**config.mk**
```make
export PLATFORM = sky130hd
export DESIGN_NAME = gs_bus_master
export DESIGN_NICKNAME = d
export VERILOG_FILES = /design/src/rtl/gs_bus_master.sv
export SDC_FILE = /design/constraint.sdc
export NUM_CORES = 1
export LEC_CHECK = 0
export CELL_PAD_IN_SITES_DETAIL_PLACEMENT = 0
export CELL_PAD_IN_SITES_GLOBAL_PLACEMENT = 1
export CORE_MARGIN = 5
export CORE_UTILIZATION = 50
export CTS_BUF_LIST = sky130_fd_sc_hd__clkbuf_8 sky130_fd_sc_hd__clkbuf_16
export DETAILED_ROUTE_END_ITERATION = 10
export DONT_BUFFER_PORTS = 1
export PLACE_DENSITY = 0.76
export SLEW_MARGIN = 20
export SYNTH_ARGS = -nofsm -noshare
export SYNTH_HDL_FRONTEND = slang
export SYNTH_SLANG_ARGS = --single-unit
```
**constraint.sdc**
```tcl
create_clock -name clk_100M -period 20 [get_ports clk_100M]
set_input_delay 3 -clock clk_100M [delete_from_list [all_inputs] [get_ports clk_100M]]
set_output_delay 3 -clock clk_100M [all_outputs]
set_load 0.02 [all_outputs]
```
**src/rtl/gs_bus_master.sv**
```systemverilog
// GS write-bus initiator: divides clk_100M down to bus_clk and replays queued register
// writes onto the bus, changing bus fields only on bus_clk falling edges.
module gs_bus_master #(
  parameter int CLK_DIV    = 5,
  parameter int FIFO_DEPTH = 8,
  parameter int GAP_CYC    = 0
) (
  input  logic        clk_100M,
  input  logic        rst,
  input  logic        req_valid,
  output logic        req_ready,
  input  logic [63:0] req_addr,
  input  logic [31:0] req_data,
  input  logic [15:0] req_gpreg,
  output logic        bus_clk,
  output logic        bus_valid,
  output logic [63:0] bus_addr,
  output logic [31:0] bus_data,
  output logic [15:0] bus_gpreg,
  output logic        busy,
  output logic [15:0] tx_count
);

  localparam int DW = $clog2(CLK_DIV);
  localparam int AW = $clog2(FIFO_DEPTH);

  typedef struct packed {
    logic [63:0] addr;
    logic [31:0] data;
    logic [15:0] gpreg;
  } req_t;

  typedef enum logic [1:0] {IDLE, DRIVE, GAP, DRAIN} state_t;

  logic [DW-1:0] div_cnt;
  logic          div_tc, fall_evt;
  req_t          mem [FIFO_DEPTH];
  req_t          head;
  logic [AW-1:0] wr_ptr, rd_ptr;
  logic [AW:0]   fcount, fcount_nxt;
  logic          rst_q, full, empty, push, pop, gap_last;
  logic [15:0]   gap_cnt;
  state_t        state;

  // Clock divider; a fall event is the terminal count while bus_clk is high.
  assign div_tc   = (div_cnt == DW'(CLK_DIV - 1));
  assign fall_evt = div_tc & bus_clk;

  always_ff @(posedge clk_100M) begin
    if (rst) begin
      div_cnt <= '0;
      bus_clk <= 1'b0;
    end else if (div_tc) begin
      div_cnt <= '0;
      bus_clk <= ~bus_clk;
    end else begin
      div_cnt <= div_cnt + DW'(1);
    end
  end

  assign full       = (fcount == (AW+1)'(FIFO_DEPTH));
  assign empty      = (fcount == '0);
  assign req_ready  = !rst_q & !full;
  assign push       = req_valid & req_ready;
  assign gap_last   = (gap_cnt == 16'(GAP_CYC - 1));
  assign head       = mem[rd_ptr];
  // Every state that can launch a write does so only on a fall event with data queued.
  assign pop        = fall_evt & !empty &
                      ((state == IDLE) | (state == DRAIN) |
                       ((state == DRIVE) & (GAP_CYC == 0)) |
                       ((state == GAP) & gap_last));
  assign fcount_nxt = fcount + (AW+1)'(push) - (AW+1)'(pop);

  always_ff @(posedge clk_100M) begin
    if (push) mem[wr_ptr] <= '{addr: req_addr, data: req_data, gpreg: req_gpreg};
  end

  always_ff @(posedge clk_100M) begin
    if (rst) begin
      rst_q  <= 1'b1;
      wr_ptr <= '0;
      rd_ptr <= '0;
      fcount <= '0;
    end else begin
      rst_q  <= 1'b0;
      fcount <= fcount_nxt;
      if (push) wr_ptr <= wr_ptr + AW'(1);
      if (pop)  rd_ptr <= rd_ptr + AW'(1);
    end
  end

  always_ff @(posedge clk_100M) begin
    if (rst) begin
      state     <= IDLE;
      bus_valid <= 1'b0;
      bus_addr  <= '0;
      bus_data  <= '0;
      bus_gpreg <= '0;
      tx_count  <= '0;
      busy      <= 1'b0;
      gap_cnt   <= '0;
    end else begin
      busy <= (state != IDLE) | (fcount_nxt != '0);
      if (fall_evt) begin
        if (pop) begin
          {bus_addr, bus_data, bus_gpreg} <= head;
          bus_valid <= 1'b1;
          tx_count  <= tx_count + 16'd1;
          state     <= DRIVE;
          busy      <= 1'b1;
        end else begin
          case (state)
            DRIVE: begin
              bus_valid <= 1'b0;
              gap_cnt   <= '0;
              state     <= (GAP_CYC > 0) ? GAP : DRAIN;
            end
            GAP: begin
              if (gap_last) state <= DRAIN;
              else          gap_cnt <= gap_cnt + 16'd1;
            end
            // One idle period lets the receiver commit before busy drops.
            DRAIN: begin
              state <= IDLE;
              busy  <= (fcount_nxt != '0);
            end
            default: ;
          endcase
        end
      end
    end
  end

endmodule

```
==> results.ini <==
[outcome]
outcome=complete, no violations

[worst_setup_path]
r2r_setup_slack_ns=15.61
worst-endpoint-required_ns=20.26
criticalPathCategory=input port to flop
critPathSlowestCell=nor2_4
crit_path_cell_trace=inv_1, a211oi_1, nand2_1, nor2_4, buf_4, buf_4
crit_path_end_kind=flop
worstPathArrival_ns=6.40
cp_common_cell=buf_4
critical_path.max_stage_delay_ns=0.80
critical_path_peak_fanout=52
start_kind=input port

[sta]
finalCriticalPeriod_ns=6.14
finalSetupTns_ns=0
hold_violations=0
max_freq_mhz=163
fin_skew_ns=0.0643
rsz0062_at_grt=false
whs_ns=0.489
relSlewSlack=0.216
setup_violations=0
slew_viol_final=0
period_share=0.307
tightest_slew_ns=1.18

[clocking]
root_buffer=clkbuf_16
htreeDepth=3
cts_tree=yes
postCtsResizedCells=0
cts.sinks=1059
cts_setup_buffers=0
clk_pin_slew_ns=0.06
cts-hold-fix-buffers=0
cts_buffers=106
clk_latency_ns=0.70
clockBufferDepth=3

[pwr]
power_switching_w=0.000908
p_int_w=0.00359
p_comb_frac=0.023
seqPwrFrac=0.545
power_per_cell_area_nw_per_um2=98.7
clkPwrFrac=0.431
power_leakage_nw=14.7
ir_drop_uv=74.1
switching_share=0.202

[global_routing]
grt_max_degree=140
grt_overflow=0
track_usage=0.198
grt_pass1_vias=21600
grt_pass1_wl_mm=132
antenna_found_initial=1

[floorplan]
fp.coreArea_um2=81600
std_cell_rows=105
die_area_um2=87700
die-height_um=296
die_x_um=296
io_pins=247
start_util=0.502

[flow_run]
max_cap_violations=0

[drt]
top_layer_used=met4
num_vias=21300
wl_met1_mm=35.1
wl_met3_mm=6.35
postRouteAntennaNets=0
drt-pass1-iter-count=6
via_per_inst=5.82
wl_met2_mm=45.0
wl_per_cell_um=24.1
route.detailed.drc=0
drt_iter0_markers=1279
wl_mm=88.1

[layout]
drive_gt1_frac=0.0907
diodes=0
area_growth_pct=11.3
nets=2622

[logic_synthesis]
synth_edf_count=896
async_flop_share=0
synth.distinct_cells=45
syn_area_per_cell_um2=16.4
synth_seq_cells=1059
synthFlopType=edfxtp_1
ys_seq_area_frac=0.737
syn-num-nets=2632
yosys_warnings=0
netlist_area_um2=40900
synthCells=2500

[placed_design]
gp_congestion=0.754
place.port_buffers=0
dp_hpwl_mm=48.8

[worst_hold_path]
hp-class=flop to flop

-- registers in the layout, summed over array words and instances (netlist names) --
register / count
bus_clk: 1
rd_ptr: 3
wr_ptr: 3
bus_gpreg: 16
bus_valid: 1
div_cnt: 3
gap_cnt: 16
tx_count: 16
bus_data: 32
busy: 1
bus_addr: 64
state: 2
fcount: 4
mem: 896
rst_q: 1
-- worst max-delay path, delay by kind of cell --
family | cells | cell delay [ns]
buf+inv | 3 | 1.44
compound gates | 1 | 0.71
simple gates | 2 | 1.17
-- placed cells by master, fill, tap and decap left out, types with 5 or more instances in the layout --
cell type  Yosys  routed
bufinv_16      0       7
a21oi_1       19      18
a2111oi_0      8       8
dfxtp_1      163     162
mux2_2        18      18
nand3_1      129     129
mux2i_1      570     570
and2_1         6       5
clkbuf_16      0     106
clkbuf_8       0      14
nor3_1         8       5
nor2b_1       20      18
buf_4          0      32
and4_1         5       5
a22oi_1      224     224
inv_1         17      46
or4_1          5       5
nor4_1         8       6
a211oi_1       5       5
nand2_1      143     143
clkinv_2       0      16
o21ai_0        7       7
nand4_1        6       6
nand2b_1       8       8
edfxtp_1     896     896
clkinv_1       2      14
ha_1          16      16
nor2_1        27      25
-- area by class of cell --
class,instances,area [um2]
Tap cell,1070,1340
Clock inverter,79,681
Sequential cell,1059,30200
Fill cell,6213,36000
Clock buffer,120,2850
Inverter,19,78.8
Multi-Input combinational cell,1268,10100
Timing Repair Buffer,36,303
-- path summary, 6_finish.rpt --
kind / to / startpoint / cells after the start
max: mem[7][78] / req_valid / 6
min: gap_cnt[1] / gap_cnt[1] / 2
max reg2reg: mem[7][78] / fcount[1] / 6
min reg2reg: gap_cnt[1] / gap_cnt[1] / 2
-- power by group through the flow --
stage                     Sequential [W]  Clock [W]  Combinational [W]
after detailed placement         0.00250          0           0.000107
after global placement           0.00250          0           0.000105
after global routing             0.00245    0.00208           0.000117
after floorplan                  0.00251          0          0.0000747
after CTS                        0.00245    0.00198           0.000108
final                            0.00245    0.00194           0.000105
-- logic make-up (layout without fill, tap and decap cells) --
family / Yosys count / count (layout) / synth area share
adder cells (fa/ha/maj): 17 / 17 / 0.00538
AND/OR/NAND/NOR: 383 / 383 / 0.0451
flip-flops: 1059 / 1059 / 0.737
multiplexers: 588 / 588 / 0.144
XOR/XNOR: 4 / 4 / 0.000856
AO/OA/AOI/OAI: 276 / 276 / 0.0494
buffers and inverters: 173 / 254 / 0.0178
-- synthesized netlist by cell type (2+ instances only) --
| library cell | n | area, um2 |
|---|---|---|
| buf_6 | 7 | 78.8 |
| buf_2 | 21 | 105 |
| nor3_1 | 8 | 40.0 |
| o31ai_1 | 4 | 30.0 |
| nor4_1 | 8 | 50.1 |
| dfxtp_1 | 163 | 3260 |
| nand2_1 | 143 | 537 |
| clkinv_1 | 2 | 7.51 |
| edfxtp_1 | 896 | 26900 |
| and4_1 | 5 | 43.8 |
| mux2i_1 | 570 | 5710 |
| xnor2_1 | 3 | 26.3 |
| inv_1 | 17 | 63.8 |
| buf_1 | 32 | 120 |
| ha_1 | 16 | 200 |
| o21ai_0 | 7 | 35.0 |
| a21o_1 | 3 | 22.5 |
| nor3b_1 | 3 | 22.5 |
| nand3_1 | 129 | 646 |
| nor2_1 | 27 | 101 |
| nand4_1 | 6 | 37.5 |
| a21boi_0 | 2 | 15.0 |
| nor2b_1 | 20 | 125 |
| o221a_2 | 2 | 22.5 |
| and2_1 | 6 | 37.5 |
| or4_1 | 5 | 37.5 |
| nor4b_1 | 3 | 26.3 |
| a22oi_1 | 224 | 1680 |
| a2111oi_0 | 8 | 70.1 |
| and3_1 | 4 | 25.0 |
| or3_1 | 3 | 18.8 |
| clkbuf_1 | 94 | 353 |
| a211oi_1 | 5 | 37.5 |
| a21oi_1 | 19 | 95.1 |
| mux2_2 | 18 | 203 |
| nand2b_1 | 8 | 50.1 |
-- stage by stage --
step	cells	util	worst slack, ns	area (um2)	total power, W
after global routing	3651	0.558	13.64	45500	0.00465
final	3651	0.558	13.86	45500	0.00450
after global placement	3451	0.515	13.20	42000	0.00260
after CTS	3650	0.558	13.81	45500	0.00454
after detailed placement	3451	0.515	13.14	42000	0.00261
after floorplan	2500	-	3.99	40900	0.00258
-- per-layer routing --
metal  GRT usage  vias to the layer above
met3      0.0554                      114
met4      0.0501                        0
met1       0.244                    10900
li1            -                     9734
met2       0.348                      502
met5           0                        -
Power figures use the tool's default switching activity.
